==> src/rtl/pix_packer_pkg.sv <==
// pix_packer_pkg: shared widths and types for the 12-to-16 bit pixel packer
package pix_packer_pkg;
    localparam int PixWidth  = 12;
    localparam int WordWidth = 16;
    localparam int AccWidth  = 24;
    typedef logic [PixWidth-1:0]  pix_t;
    typedef logic [WordWidth-1:0] word_t;
    typedef logic [4:0]           accbits_t;
endpackage

==> src/rtl/pix_word_reg.sv <==
// pix_word_reg: valid/ready holding register for the packed output word
module pix_word_reg
    import pix_packer_pkg::*;
(
    input  logic  i_clk,
    input  logic  i_rst_n,
    input  logic  i_load,
    input  word_t i_data,
    input  logic  i_ready,
    output word_t o_word,
    output logic  o_valid,
    output logic  o_free
);
    word_t r_word;
    logic  r_valid;

    assign o_free  = !r_valid | i_ready;
    assign o_word  = r_word;
    assign o_valid = r_valid;

    // load a new word when the core emits, otherwise drop valid once consumed
    always_ff @(posedge i_clk or negedge i_rst_n) begin
        if (!i_rst_n) begin
            r_word  <= '0;
            r_valid <= 1'b0;
        end else if (i_load) begin
            r_word  <= i_data;
            r_valid <= 1'b1;
        end else if (i_ready) begin
            r_valid <= 1'b0;
        end
    end
endmodule

==> src/rtl/pix_packer.sv <==
// pix_packer: packs 12-bit FIFO pixels into 16-bit words (4 pixels -> 3 words); PIX_PACKER_FLUSH_EN enables end-of-frame flush
module pix_packer #(
    parameter int PixWidth  = 12,
    parameter int WordWidth = 16
) (
    input  logic                 pix_clk,
    input  logic                 pix_rst_n,
    input  logic [PixWidth-1:0]  q,
    input  logic                 qValid,
    output logic                 qout,
    output logic [WordWidth-1:0] word,
    output logic                 wordValid,
    input  logic                 wordReady,
    input  logic                 flush,
    output logic                 flushDone
);
    import pix_packer_pkg::*;

    if (PixWidth != 12 || WordWidth != 16) begin : g_bad_width
        $error("pix_packer supports only PixWidth=12 and WordWidth=16");
    end

    logic [AccWidth-1:0] r_acc, w_acc_nxt;
    accbits_t            r_bits, w_bits_nxt, w_post;
    logic                w_free, w_emit, w_femit, w_pop;
    word_t               w_word;

    assign w_emit = (r_bits >= 5'd16) & w_free;
    assign w_post = r_bits - (w_emit ? 5'd16 : 5'd0);
    assign w_pop  = qValid & (w_post <= 5'd12) & pix_rst_n;
    assign qout   = w_pop;
    assign word   = w_word;

`ifdef PIX_PACKER_FLUSH_EN
    logic r_pend, r_done, w_done;

    assign w_femit   = r_pend & !qValid & (r_bits != 5'd0) & (r_bits < 5'd16) & w_free;
    assign w_done    = r_pend & !qValid & (r_bits == 5'd0);
    assign flushDone = r_done;

    // track a pending flush request and pulse done once the accumulator is empty
    always_ff @(posedge pix_clk or negedge pix_rst_n) begin
        if (!pix_rst_n) begin
            r_pend <= 1'b0;
            r_done <= 1'b0;
        end else begin
            r_pend <= w_done ? 1'b0 : (r_pend | flush);
            r_done <= w_done;
        end
    end
`else
    logic w_unused_flush;

    assign w_unused_flush = flush;
    assign w_femit        = 1'b0;
    assign flushDone      = 1'b0;
`endif

    // shift out an emitted word, clear on flush, then append the popped pixel at the fill level
    always_comb begin
        w_acc_nxt  = w_emit ? (r_acc >> WordWidth) : r_acc;
        w_bits_nxt = w_post;
        if (w_femit) begin
            w_acc_nxt  = '0;
            w_bits_nxt = '0;
        end
        if (w_pop) begin
            w_acc_nxt  = w_acc_nxt | ({{(AccWidth-PixWidth){1'b0}}, q} << w_post);
            w_bits_nxt = w_post + 5'd12;
        end
    end

    // accumulator and fill level
    always_ff @(posedge pix_clk or negedge pix_rst_n) begin
        if (!pix_rst_n) begin
            r_acc  <= '0;
            r_bits <= '0;
        end else begin
            r_acc  <= w_acc_nxt;
            r_bits <= w_bits_nxt;
        end
    end

    pix_word_reg u_word_reg (
        .i_clk   (pix_clk),
        .i_rst_n (pix_rst_n),
        .i_load  (w_emit | w_femit),
        .i_data  (r_acc[WordWidth-1:0]),
        .i_ready (wordReady),
        .o_word  (w_word),
        .o_valid (wordValid),
        .o_free  (w_free)
    );
endmodule
==> config.mk <==
export PLATFORM = sky130hd
export DESIGN_NAME = pix_packer
export DESIGN_NICKNAME = d
export VERILOG_FILES = /design/src/rtl/pix_packer_pkg.sv /design/src/rtl/pix_word_reg.sv /design/src/rtl/pix_packer.sv
export SDC_FILE = /design/constraint.sdc
export NUM_CORES = 1
export LEC_CHECK = 0
export ABC_AREA = 1
export CORE_ASPECT_RATIO = 1.1
export CORE_MARGIN = 2
export CORE_UTILIZATION = 40
export CTS_CLUSTER_SIZE = 10
export DETAILED_ROUTE_END_ITERATION = 7
export GPL_TIMING_DRIVEN = 0
export PLACE_DENSITY = 0.63
export SLEW_MARGIN = 0
export SYNTH_ARGS = -nofsm -noshare
export SYNTH_HDL_FRONTEND = slang
export SYNTH_SLANG_ARGS = --single-unit
==> constraint.sdc <==
create_clock -name pix_clk -period 1.7 [get_ports pix_clk]
set_input_delay 0.17 -clock pix_clk [delete_from_list [all_inputs] [get_ports pix_clk]]
set_output_delay 0.17 -clock pix_clk [all_outputs]
set_load 0.03 [all_outputs]
After elaboration in Yosys (flattened, before gate mapping)
Cells that the tools add are included.
- output and inout port bits: 19
- input bits: 17
- word-level logic and storage cells: 22
- register bits after elaboration: 46
- $lt $le $gt $ge: 2
- muxes and demuxes: 6
- bitwise operators: 5
- reductions and logical operators: 2
- shifts and indexed selects: 1
- $add $sub $neg: 2
- operator list (cell ; count):
    $mux 24 ; 2
    $or 24x24->24 ; 1
    $shl 12x5->24 ; 1
    $mux 5 ; 2
    $add 5x4->5 const B ; 1
    $ge 5x5->1 const B ; 1
    $le 5x4->1 const B ; 1
    $sub 5x5->5 ; 1
    $and 1x1->1 ; 3
    $mux 1 ; 2
    $reduce_bool 2->1 ; 1
    $logic_not 1->1 ; 1
    $or 1x1->1 ; 1

Logic depth before layout (Yosys ltp)
Gate-level depths: netlist of run 1.
- depth after elaboration: 9
- depth in mapped cells: 8
- depth with buffers taken out: 8

By module
A second synthesis of run 1 with hierarchy kept.
- cell total of the unflattened synthesis: 270
- area total of the unflattened synthesis: 2147.1 µm²
- modules (own cells, without submodules) (module ; cells an instance ; sequential area each (µm²) ; times used ; area an instance (µm²)):
    pix_packer ; 198 ; 675.6 ; 1 ; 1471.4
    pix_word_reg ; 72 ; 425.4 ; 1 ; 675.6

Least setup slack after synthesis of run 1
No wires, ideal clock.
- path kind: register to register
- from: reg r_bits[2]
- to: reg r_bits[4]
- library setup time: 120 ps
- period minus slack after synthesis: 1273 ps
- stages on the path, launching flop included: 9
- path buffers: 1
- arrival time: 1152 ps
- required time: 1580 ps
- path slack: 427 ps
- cell sequence: dfrtp_1 ha_1 inv_1 nand2_1 nor2_1 nor2_2 buf_6 nand2_1 nand2_1
- longest elaborated chain between the ends: 8
- elaborated cells between the ends (all ways): 9
- classes of those cells: add/sub (2); order compare (2); mux (2); bitwise (3)
- ends and longest elaborated chain (element ; RTL line ; text):
    start, declared ; pix_packer.sv:24 ; accbits_t r_bits, w_bits_nxt, w_post;
    start signal, assigned ; pix_packer.sv:80 ; r_bits <= w_bits_nxt;
    $ge 5x5->1 ; pix_packer.sv:28 ; assign w_emit = (r_bits >= 5'd16) & w_free;
    $and 1x1->1 ; pix_packer.sv:28 ;
    $mux 5 ; pix_packer.sv:29 ; assign w_post = r_bits - (w_emit ? 5'd16 : 5'd0);
    $sub 5x5->5 * ; pix_packer.sv:29 ;
    $le 5x4->1 * ; pix_packer.sv:30 ; assign w_pop = qValid & (w_post <= 5'd12) & pix_rst_n;
    $and 1x1->1 * (2 in series) ; pix_packer.sv:30 ;
    via qout ; pix_packer.sv:10 ; output logic qout,
    $mux 5 * ; pix_packer.sv:67 ; if (w_pop) begin
    via w_bits_nxt[4] ; pix_packer.sv:24 ;
The timed path passes the listed nets; every way through them passes the cells marked *.
A chain may end at the register's enable or synchronous reset.

Worst setup path in the final report of run 1
- from: reg r_bits[3]
- to: out qout
- longest elaborated chain between the ends: 7
- ends and longest elaborated chain (element ; RTL line):
    $ge 5x5->1 ; pix_packer.sv:28
    $and 1x1->1 ; pix_packer.sv:28
    $mux 5 ; pix_packer.sv:29
    $sub 5x5->5 * ; pix_packer.sv:29
    $le 5x4->1 * ; pix_packer.sv:30
    $and 1x1->1 * (2 in series) ; pix_packer.sv:30
    end, declared ; pix_packer.sv:10
Every way passes the cells marked *; elsewhere a longest branch is shown, timed or not.

==> qor.json, run 1 <==
{
  "result_of_the_run": {"value": "finished clean"},
  "cts_tree": {"value": "built"},
  "sequence_of_cells_on_the_critical_path": {"value": "ha_1 > inv_1 > nand2_1 > nor2_2 > nor2_2 > buf_6 > buf_6"},
  "fin_setup_tns": {"value": 0, "unit": "ps"},
  "cp_arrival": {"value": 1480, "unit": "ps"},
  "synth_seq_area_share": {"value": 49.9, "unit": "%"},
  "antennaDiodeCount": {"value": 0},
  "cts_num_sinks": {"value": 44},
  "finalMaxSlewViolations": {"value": 0},
  "fp-row-count": {"value": 28},
  "actual_transition_at_the_worst_max_transition_pin": {"value": 1020, "unit": "ps"},
  "most_instantiated_library_cell_after_synthesis": {"value": "nand2_1"},
  "critical_path.slowest_cell": {"value": "dfrtp_1"},
  "ys_top_cells_by_area": {"value": "dfrtp_1 50%, nand2_1 22%, inv_1 6.8%"},
  "die_area": {"value": 6120, "unit": "µm²"},
  "syn-instance-count": {"value": 290},
  "hold_class": {"value": "reg2reg"},
  "endpoint_kind": {"value": "output pin"},
  "async_set_reset_flop_share_out_of_synthesis": {"value": 100, "unit": "%"},
  "path_class": {"value": "reg2out"},
  "sequential_cell_area": {"value": 1100, "unit": "µm²"},
  "detail_route.drc_violations": {"value": 0},
  "grt_first_pass_wirelength": {"value": 8240, "unit": "µm"},
  "ys_ff_latch": {"value": 44},
  "number_of_vias_in_the_routed_layout": {"value": 1886},
  "flow.area_growth_from_synthesis": {"value": 27.6, "unit": "%"},
  "hpwlAfterDp": {"value": 3400, "unit": "µm"},
  "worst_skew_pair.late_latency": {"value": 290, "unit": "ps"},
  "cts_inserted_buffers": {"value": 5},
  "number_of_distinct_library_cells_after_synthesis": {"value": 17},
  "ys_top_cells_by_count": {"value": "127 x nand2_1, 44 x dfrtp_1, 40 x inv_1"},
  "grt_usage": {"value": 18.1, "unit": "%"},
  "htree_num_levels": {"value": 2},
  "ys.warnings.count": {"value": 0},
  "synthFlopType": {"value": "dfrtp_1"},
  "detail_route.iter0.violations": {"value": 114},
  "postRouteAntennaNets": {"value": 0},
  "fmaxAchievable": {"value": 608, "unit": "MHz"},
  "die_height": {"value": 81.9, "unit": "µm"},
  "start_kind": {"value": "register"},
  "die_width": {"value": 74.8, "unit": "µm"},
  "multiInputGateArea": {"value": 840, "unit": "µm²"},
  "num-fill-cells": {"value": 529},
  "drive_gt1_share": {"value": 9.71, "unit": "%"},
  "wire_per_inst": {"value": 11.6, "unit": "µm"},
  "grt_pass1_vias": {"value": 1823},
  "route.detailed.vias_per_inst": {"value": 4.54},
  "crit_fanout": {"value": 5},
  "gp_congestion": {"value": 0.876},
  "ir_drop": {"value": 0.000695, "unit": "V"},
  "post_synth_instance_area": {"value": 2200, "unit": "µm²"},
  "placeableCoreArea": {"value": 5360, "unit": "µm²"},
  "timing.final.hold_violations": {"value": 0},
  "detail_route.first_pass.iterations": {"value": 4},
  "grt.overflow.total": {"value": 0},
  "cp_data_required_time": {"value": 1530, "unit": "ps"},
  "clk_transition_reported_paths": {"value": 80, "unit": "ps"},
  "worst_slack": {"value": 54.5, "unit": "ps"},
  "setup-violations-final": {"value": 0},
  "timing.final.crit_share": {"value": 96.8, "unit": "%"},
  "synth_top_cell_by_area": {"value": "dfrtp_1"},
  "fin_nets": {"value": 358},
  "clk_path_buf_depth": {"value": 2},
  "power": {"value": 0.00485, "unit": "W"},
  "start_util": {"value": 41.1, "unit": "%"},
  "final_period_minus_worst_setup_slack": {"value": 1650, "unit": "ps"},
  "timing.clock.skew": {"value": 3.74, "unit": "ps"},
  "clk_root_buffer_cell": {"value": "clkbuf_8"},
  "leakagePower": {"value": 1.52, "unit": "nW"},
  "max-cap-violations": {"value": 0},
  "count_of_flip_flops_with_a_built_in_enable_after_synthesis": {"value": 0},
  "yosysTopAreaCellShare": {"value": 49.9, "unit": "%"},
  "syn_area_per_cell": {"value": 7.60, "unit": "µm²"},
  "num_io_pins": {"value": 36},
  "initial_antenna_violation_count": {"value": 0},
  "dp_worst_setup_slack": {"value": -702, "unit": "ps"},
  "synth_nets": {"value": 309},
  "max_slew_margin": {"value": 32.1, "unit": "%"},
  "placement.io_buffers": {"value": 33},
  "routed_wirelength": {"value": 4820, "unit": "µm"},
  "maximum_number_of_pins_on_one_net_before_global_route_repair": {"value": 23},
  "p_per_area": {"value": 1720, "unit": "nW/µm²"},
  "critPathMaxStageDelay": {"value": 430, "unit": "ps"}
}
==> power breakdown <==
group / internal, W / leakage [nW] / switching [W]
logic: 0.000997 / 0.935 / 0.00144
registers: 0.00152 / 0.544 / 0.000223
clock network: 0.000332 / 0.0455 / 0.000345
total: 0.00285 / 1.52 / 0.00200
==> final cells by class <==
class	count	area share, %
Inverter	41	5.47
Timing Repair Buffer	42	15.0
Tap cell	75	3.33
Sequential cell	44	39.2
Multi-Input combinational cell	192	29.8
Clock buffer	8	3.20
Buffer	13	4.00
==> metal layers <==
metal	GRT usage [%]	wire length, µm
met1	23.5	2230
met2	29.2	2360
met3	3.44	134
met4	8.21	89
met5	0	0
==> worst max-delay path, delay by kind of cell (launching register included) <==
kind	cells	cell delay (ps)
flip-flops	1	430
buffers and inverters	3	300
adder cells (fa/ha/maj)	1	200
AND/OR/NAND/NOR	3	270
==> path summary, 6_finish.rpt <==
path | end | slack [ps] | cells past startpoint | from
min in group asynchronous | u_word_reg.o_valid$_DFFE_PN0P_ | 610 | 2 | pix_rst_n
min | u_word_reg.o_word[10]$_DFFE_PN0P_ | 470 | 2 | r_acc[10]$_DFF_PN0_
max | qout | 50 | 7 | r_bits[3]$_DFFE_PN0P_
min reg2reg | u_word_reg.o_word[10]$_DFFE_PN0P_ | 470 | 2 | r_acc[10]$_DFF_PN0_
max reg2reg | r_bits[3]$_DFFE_PN0P_ | 170 | 8 | r_bits[2]$_DFFE_PN0P_
max in group asynchronous | r_bits[2]$_DFFE_PN0P_ | 310 | 3 | pix_rst_n
==> state kept, by name (all words and copies together) (netlist names) <==
name,count
u_word_reg.o_valid,1
r_bits,3
r_acc,24
u_word_reg.o_word,16
==> stage by stage <==
step | std cells | utilization [%] | hold slack [ps] | cell area [µm²]
after floorplan | 290 | - | -126 | 2200
final | 415 | 52.5 | 472 | 2810
after global placement | 398 | 49.0 | 460 | 2630
after CTS | 412 | 52.0 | 471 | 2790
after detailed placement | 399 | 49.5 | 196 | 2650
after global routing | 415 | 52.5 | 499 | 2810
==> logic make-up (layout without fill, tap and decap cells) <==
logic type	count (synthesis)	count (layout)	synth area share (%)
compound gates	31	31	8.46
fa+ha+maj	2	2	1.13
other cells	1	1	0.170
buf+inv	54	104	12.1
simple gates	158	158	28.2
flops	44	44	49.9
==> layout by cell type (no fill, tap or decap) <==
cell / instances
inv_1: 40
clkbuf_8: 6
conb_1: 1
clkbuf_1: 2
o21ai_0: 19
nand4_1: 1
buf_4: 11
buf_16: 1
inv_2: 1
ha_1: 2
buf_6: 7
dlygate4sd3_1: 2
buf_2: 3
clkdlybuf4s50_1: 31
dfrtp_2: 1
nand2_1: 127
nand3_1: 19
o21ai_1: 3
dfrtp_1: 43
nor2_2: 2
o21bai_1: 8
nor2_1: 9
a21oi_4: 1
==> repair_timing <==
action,CTS,global route
endpoints found under the hold margin,22,0
setup endpoints to repair,1,1
pin swaps,2,1
hold buffers,2,0
cloned,0,0
gates resized for setup,9,1
buffers inserted,3,3
No activity file was read; power rests on OpenSTA's default activity.
==> run 2, diff against run 1 <==
--- a/config.mk
+++ b/config.mk
@@ -12,7 +12,7 @@
 export CTS_CLUSTER_SIZE = 10
 export DETAILED_ROUTE_END_ITERATION = 7
 export GPL_TIMING_DRIVEN = 0
-export PLACE_DENSITY = 0.63
+export PLACE_DENSITY = 0.67
 export SLEW_MARGIN = 0
 export SYNTH_ARGS = -nofsm -noshare
 export SYNTH_HDL_FRONTEND = slang
==> constraint.sdc (replaced) <==
create_clock -name pix_clk -period 1.75 [get_ports pix_clk]
set_input_delay 0.175 -clock pix_clk [delete_from_list [all_inputs] [get_ports pix_clk]]
set_output_delay 0.175 -clock pix_clk [all_outputs]
set_load 0.03 [all_outputs]
==> qor.json, run 2 (synthesis gave the netlist of run 1 again) <==
{
  "result_of_the_run": {"value": "finished clean"},
  "htree_num_levels": {"value": 2},
  "initial_antenna_violation_count": {"value": 0},
  "placement.io_buffers": {"value": 33},
  "multiInputGateArea": {"value": 842, "unit": "µm²"},
  "combinationalPowerShare": {"value": 50.8, "unit": "%"},
  "start_util": {"value": 41.1, "unit": "%"},
  "finalNonFillerCells": {"value": 414},
  "critPathBufInv": {"value": 3},
  "flow.area_growth_from_synthesis": {"value": 27.1, "unit": "%"},
  "clk_path_buf_depth": {"value": 2},
  "sequential_cell_area": {"value": 1100, "unit": "µm²"},
  "hold_class": {"value": "reg2reg"},
  "cts_num_sinks": {"value": 44},
  "share_clk_of_total_power": {"value": 12.8, "unit": "%"},
  "total_number_of_cells_along_the_worst_setup_path": {"value": 7},
  "start_kind": {"value": "register"},
  "grt_first_pass_wirelength": {"value": 8090, "unit": "µm"},
  "mostFrequentLayoutCells": {"value": "127 x nand2_1, 43 x dfrtp_1, 40 x inv_1, 31 x clkdlybuf4s50_1, 19 x o21ai_0"},
  "grt_pass1_vias": {"value": 1773},
  "sequence_of_cells_on_the_critical_path": {"value": "ha_1 > inv_1 > nand2_1 > nor2_1 > nor2_2 > buf_6 > buf_2"},
  "clk_root_buffer_cell": {"value": "clkbuf_8"},
  "leakagePower": {"value": 1.52, "unit": "nW"},
  "timing.final.crit_share": {"value": 98.4, "unit": "%"},
  "regMostFlops": {"value": "r_acc"},
  "routed_wirelength": {"value": 4800, "unit": "µm"},
  "max_slew_margin": {"value": 46.9, "unit": "%"},
  "post-place-cells": {"value": 399},
  "cts_tree": {"value": "built"},
  "layout.cells.most_common": {"value": "nand2_1"},
  "route.detailed.vias_per_inst": {"value": 4.53},
  "placeableCoreArea": {"value": 5360, "unit": "µm²"},
  "worst_skew_pair.late_latency": {"value": 290, "unit": "ps"},
  "finalMaxSlewViolations": {"value": 0},
  "postRouteAntennaNets": {"value": 0},
  "worst-r2r-cell-count": {"value": 8},
  "antennaDiodeCount": {"value": 0},
  "fin_setup_tns": {"value": 0, "unit": "ps"},
  "timing.clock.skew": {"value": 6.76, "unit": "ps"},
  "wire_per_inst": {"value": 11.6, "unit": "µm"},
  "max-cap-violations": {"value": 0},
  "gp_congestion": {"value": 0.830},
  "die_area": {"value": 6120, "unit": "µm²"},
  "largest_reg_flops": {"value": 24},
  "cts_inserted_buffers": {"value": 5},
  "grt_usage": {"value": 17.6, "unit": "%"},
  "fp-row-count": {"value": 28},
  "cp_top_family": {"value": "flip-flops"},
  "ir_drop": {"value": 0.000615, "unit": "V"},
  "clk_transition_reported_paths": {"value": 80, "unit": "ps"},
  "die_width": {"value": 74.8, "unit": "µm"},
  "actual_transition_at_the_worst_max_transition_pin": {"value": 794, "unit": "ps"},
  "detail_route.drc_violations": {"value": 0},
  "timing.final.hold_violations": {"value": 0},
  "sequentialPowerShare": {"value": 36.4, "unit": "%"},
  "die_height": {"value": 81.9, "unit": "µm"},
  "cp_data_required_time": {"value": 1570, "unit": "ps"},
  "num-fill-cells": {"value": 548},
  "cp_arrival": {"value": 1550, "unit": "ps"},
  "netSwitchingPower": {"value": 0.00195, "unit": "W"},
  "maximum_number_of_pins_on_one_net_before_global_route_repair": {"value": 27},
  "fmaxAchievable": {"value": 581, "unit": "MHz"},
  "hold-worst-slack": {"value": 473, "unit": "ps"},
  "grt.overflow.total": {"value": 0},
  "power.switching_fraction": {"value": 41.8, "unit": "%"},
  "min_delay_path_depth": {"value": 2},
  "critPathMaxStageDelay": {"value": 410, "unit": "ps"},
  "number_of_vias_in_the_routed_layout": {"value": 1877},
  "power": {"value": 0.00467, "unit": "W"},
  "setup-violations-final": {"value": 0},
  "num_io_pins": {"value": 36},
  "hpwlAfterDp": {"value": 3380, "unit": "µm"},
  "cell_internal_pwr": {"value": 0.00272, "unit": "W"},
  "drive_gt1_share": {"value": 9.73, "unit": "%"},
  "p_per_area": {"value": 1670, "unit": "nW/µm²"},
  "detail_route.iter0.violations": {"value": 64},
  "endpoint_kind": {"value": "output pin"},
  "detail_route.first_pass.iterations": {"value": 4},
  "path_class": {"value": "reg2out"},
  "crit_fanout": {"value": 10},
  "fin_nets": {"value": 358},
  "critical_path.slowest_cell": {"value": "dfrtp_2"},
  "final_period_minus_worst_setup_slack": {"value": 1720, "unit": "ps"}
}
## run 2: changes by cell type in the layout (fill, tap and decap cells not counted), sizes merged
cell | before | now
clkinv | 0 | 1
clkbuf | 8 | 6
## run 2: per-layer routing
layer / track usage [%] / vias to the layer above / part of all wire, % / routed length (µm)
met3: 3.31 / 8 / 3.8 / 180
met5: 0 / - / 0 / 0
met1: 22.9 / 859 / 46 / 2190
met2: 29.6 / 38 / 49 / 2360
met4: 5.36 / 0 / 1.3 / 64
li1: - / 972 / - / -
## run 2: worst min-delay path, cell delays in order, from the launching register on
cell	delay (ps)
dfrtp_1	340
nand2_1	50
nand2_1	50
## run 2: power by group through the flow
stage	clock network [W]	registers [W]	logic [W]
4_1_cts	0.000618	0.00170	0.00235
6_report	0.000598	0.00170	0.00237
3_3_place_gp	0	0.00172	0.00224
5_1_grt	0.000653	0.00175	0.00267
2_1_floorplan	0	0.00205	0.00121
3_5_place_dp	0	0.00174	0.00227
## run 2: worst paths after layout
path	start	end	slack, ps
max reg2reg	r_bits[2]$_DFFE_PN0P_	r_bits[3]$_DFFE_PN0P_	210
max	r_bits[2]$_DFFE_PN0P_	qout	30
min reg2reg	r_acc[13]$_DFF_PN0_	u_word_reg.o_word[13]$_DFFE_PN0P_	470
min	r_acc[13]$_DFF_PN0_	u_word_reg.o_word[13]$_DFFE_PN0P_	470
min in group asynchronous	pix_rst_n	u_word_reg.o_word[12]$_DFFE_PN0P_	530
max in group asynchronous	pix_rst_n	u_word_reg.o_word[0]$_DFFE_PN0P_	730
## run 2: timing repair
action / in CTS / in global routing
hold buffers: 3 / 0
buffers inserted: 3 / 2
hold endpoints to repair: 18 / 0
resized for setup: 7 / 1
endpoints found under the setup margin: 1 / 1
pin swaps: 1 / 0
cloned: 0 / 0
## run 2: metrics by stage
step	setup slack [ps]	utilization, %	instance area (µm²)
final	27.9	52.3	2800
after floorplan	477	-	2200
after CTS	33.2	51.9	2780
after global placement	-2000	49.0	2630
after detailed placement	-579	49.3	2640
after global routing	-44.4	52.3	2800
## run 2: area by class of cell
type / instances / share of cell area (%)
Multi-Input combinational cell: 192 / 30.0
Clock buffer: 6 / 2.59
Inverter: 41 / 5.49
Tap cell: 75 / 3.35
Clock inverter: 1 / 0.179
Buffer: 13 / 4.02
Timing Repair Buffer: 42 / 15.0
Sequential cell: 44 / 39.3
==> run 3, diff against run 2 <==
--- a/config.mk
+++ b/config.mk
@@ -12,6 +12,7 @@
 export CTS_CLUSTER_SIZE = 10
 export DETAILED_ROUTE_END_ITERATION = 7
 export GPL_TIMING_DRIVEN = 0
+export HOLD_SLACK_MARGIN = 0.05
 export PLACE_DENSITY = 0.67
 export SLEW_MARGIN = 0
 export SYNTH_ARGS = -nofsm -noshare
==> qor.json, run 3 (synthesis gave the netlist of run 1 again) <==
{
  "die_area": {"value": 6120, "unit": "µm²"},
  "clk_root_buffer_cell": {"value": "clkbuf_8"},
  "sequentialPowerShare": {"value": 36.3, "unit": "%"},
  "ir_drop": {"value": 0.000621, "unit": "V"},
  "drive_gt1_share": {"value": 9.73, "unit": "%"},
  "htree_num_levels": {"value": 2},
  "worst_skew_pair.late_latency": {"value": 290, "unit": "ps"},
  "power.switching_fraction": {"value": 41.9, "unit": "%"},
  "placeableCoreArea": {"value": 5360, "unit": "µm²"},
  "grt_first_pass_wirelength": {"value": 8080, "unit": "µm"},
  "route.detailed.vias_per_inst": {"value": 4.52},
  "layout.cells.most_common": {"value": "nand2_1"},
  "grt_pass1_vias": {"value": 1771},
  "cts_num_sinks": {"value": 44},
  "timing.clock.skew": {"value": 7.17, "unit": "ps"},
  "critPathBufInv": {"value": 3},
  "die_width": {"value": 74.8, "unit": "µm"},
  "max-cap-violations": {"value": 0},
  "detail_route.first_pass.iterations": {"value": 4},
  "timing.final.hold_violations": {"value": 0},
  "endpoint_kind": {"value": "output pin"},
  "detail_route.iter0.violations": {"value": 76},
  "combinationalPowerShare": {"value": 50.8, "unit": "%"},
  "setup-violations-final": {"value": 0},
  "finalMaxSlewViolations": {"value": 0},
  "timing.final.crit_share": {"value": 98.6, "unit": "%"},
  "regMostFlops": {"value": "r_acc"},
  "start_kind": {"value": "register"},
  "netSwitchingPower": {"value": 0.00196, "unit": "W"},
  "grt_usage": {"value": 17.5, "unit": "%"},
  "cp_arrival": {"value": 1550, "unit": "ps"},
  "sequence_of_cells_on_the_critical_path": {"value": "ha_1 > inv_1 > nand2_1 > nor2_1 > nor2_2 > buf_6 > buf_2"},
  "finish.instance_area": {"value": 2800, "unit": "µm²"},
  "mostFrequentLayoutCells": {"value": "127 x nand2_1, 43 x dfrtp_1, 40 x inv_1, 31 x clkdlybuf4s50_1, 19 x o21ai_0"},
  "detailed_place.area": {"value": 2640, "unit": "µm²"},
  "die_height": {"value": 81.9, "unit": "µm"},
  "crit_fanout": {"value": 10},
  "hpwlAfterDp": {"value": 3380, "unit": "µm"},
  "fin_setup_tns": {"value": 0, "unit": "ps"},
  "hold_class": {"value": "in2reg"},
  "final_period_minus_worst_setup_slack": {"value": 1720, "unit": "ps"},
  "largest_reg_flops": {"value": 24},
  "postRouteAntennaNets": {"value": 0},
  "fmaxAchievable": {"value": 580, "unit": "MHz"},
  "clk_path_buf_depth": {"value": 2},
  "critPathMaxStageDelay": {"value": 410, "unit": "ps"},
  "wire_per_inst": {"value": 11.6, "unit": "µm"},
  "cp_data_required_time": {"value": 1570, "unit": "ps"},
  "p_per_area": {"value": 1670, "unit": "nW/µm²"},
  "cp_top_family": {"value": "flip-flops"},
  "leakagePower": {"value": 1.52, "unit": "nW"},
  "share_clk_of_total_power": {"value": 12.9, "unit": "%"},
  "cts_tree": {"value": "built"},
  "critical_path.slowest_cell": {"value": "dfrtp_2"},
  "routed_wirelength": {"value": 4810, "unit": "µm"},
  "actual_transition_at_the_worst_max_transition_pin": {"value": 818, "unit": "ps"},
  "final_util": {"value": 52.3, "unit": "%"},
  "detail_route.drc_violations": {"value": 0},
  "num-fill-cells": {"value": 548},
  "fin_nets": {"value": 358},
  "maximum_number_of_pins_on_one_net_before_global_route_repair": {"value": 27},
  "timing.reg2reg.setup_slack": {"value": 200, "unit": "ps"},
  "num_io_pins": {"value": 36},
  "start_util": {"value": 41.1, "unit": "%"},
  "gp_congestion": {"value": 0.830},
  "max_slew_margin": {"value": 45.3, "unit": "%"},
  "flow.area_growth_from_synthesis": {"value": 27.1, "unit": "%"},
  "cell_internal_pwr": {"value": 0.00272, "unit": "W"},
  "result_of_the_run": {"value": "finished clean"},
  "path_class": {"value": "reg2out"},
  "number_of_vias_in_the_routed_layout": {"value": 1873},
  "cts_inserted_buffers": {"value": 5},
  "clk_transition_reported_paths": {"value": 80, "unit": "ps"},
  "placement.io_buffers": {"value": 33},
  "grt.overflow.total": {"value": 0},
  "fp-row-count": {"value": 28},
  "initial_antenna_violation_count": {"value": 0},
  "antennaDiodeCount": {"value": 0}
}
run 3: cell counts in the layout (fill, tap and decap cells not counted):
No cell type changed its count.
run 3: routing by layer:
layer  track usage [%]  wire length (µm)
met5                 0                 0
met4              5.36                57
met3              3.31               111
met2              29.5              2390
met1              22.9              2260
run 3: worst min-delay path: stages:
cell and delay [ps]:
buf_4 100, buf_12 100, nand2_1 40, inv_1 100
nand3_1 110, nand2_1 70, nand2_1 40
run 3: worst paths after layout:
check / end / startpoint / cells after the start
worst max-delay path: qout / r_bits[2]$_DFFE_PN0P_ / 7
worst min-delay path: r_bits[2]$_DFFE_PN0P_ / pix_rst_n / 7
worst max register to register: r_bits[3]$_DFFE_PN0P_ / r_bits[2]$_DFFE_PN0P_ / 8
worst min register to register: u_word_reg.o_word[13]$_DFFE_PN0P_ / r_acc[13]$_DFF_PN0_ / 2
max in group asynchronous: u_word_reg.o_word[0]$_DFFE_PN0P_ / pix_rst_n / 2
min in group asynchronous: u_word_reg.o_word[12]$_DFFE_PN0P_ / pix_rst_n / 4
run 3: final cells by class:
cell class / count / area [µm²] / share of cell area (%)
sequential: 44 / 1100 / 39.3
buffer: 13 / 113 / 4.02
tap: 75 / 93.8 / 3.35
clock inverter: 1 / 5.00 / 0.179
multi-input combinational: 192 / 842 / 30.0
inverter: 41 / 154 / 5.49
timing repair buffer: 42 / 420 / 15.0
clock buffer: 6 / 72.6 / 2.59
run 3: what timing repair did:
item                                    CTS  global route
setup buffers                             3             2
endpoints found under the hold margin    44             0
endpoints found under the setup margin    1             1
resized for setup                         7             1
pin swaps                                 1             0
hold buffers                              3             0
run 3: power groups by stage:
stage / Combinational, W / Sequential, W / Clock, W
detailed placement: 0.00227 / 0.00174 / 0
global route: 0.00267 / 0.00175 / 0.000653
floorplan: 0.00121 / 0.00205 / 0
finish: 0.00238 / 0.00170 / 0.000601
global placement: 0.00224 / 0.00172 / 0
CTS: 0.00235 / 0.00170 / 0.000618
run 3: stage by stage:
step / hold slack (ps) / std cells / setup slack, ps / total power [W]
final: 469 / 414 / 25.1 / 0.00468
after global routing: 505 / 414 / -44.4 / 0.00507
after CTS: 460 / 412 / 33.2 / 0.00467
after detailed placement: 150 / 399 / -579 / 0.00401
after global placement: 457 / 398 / -2000 / 0.00397
after floorplan: -121 / 290 / 477 / 0.00326
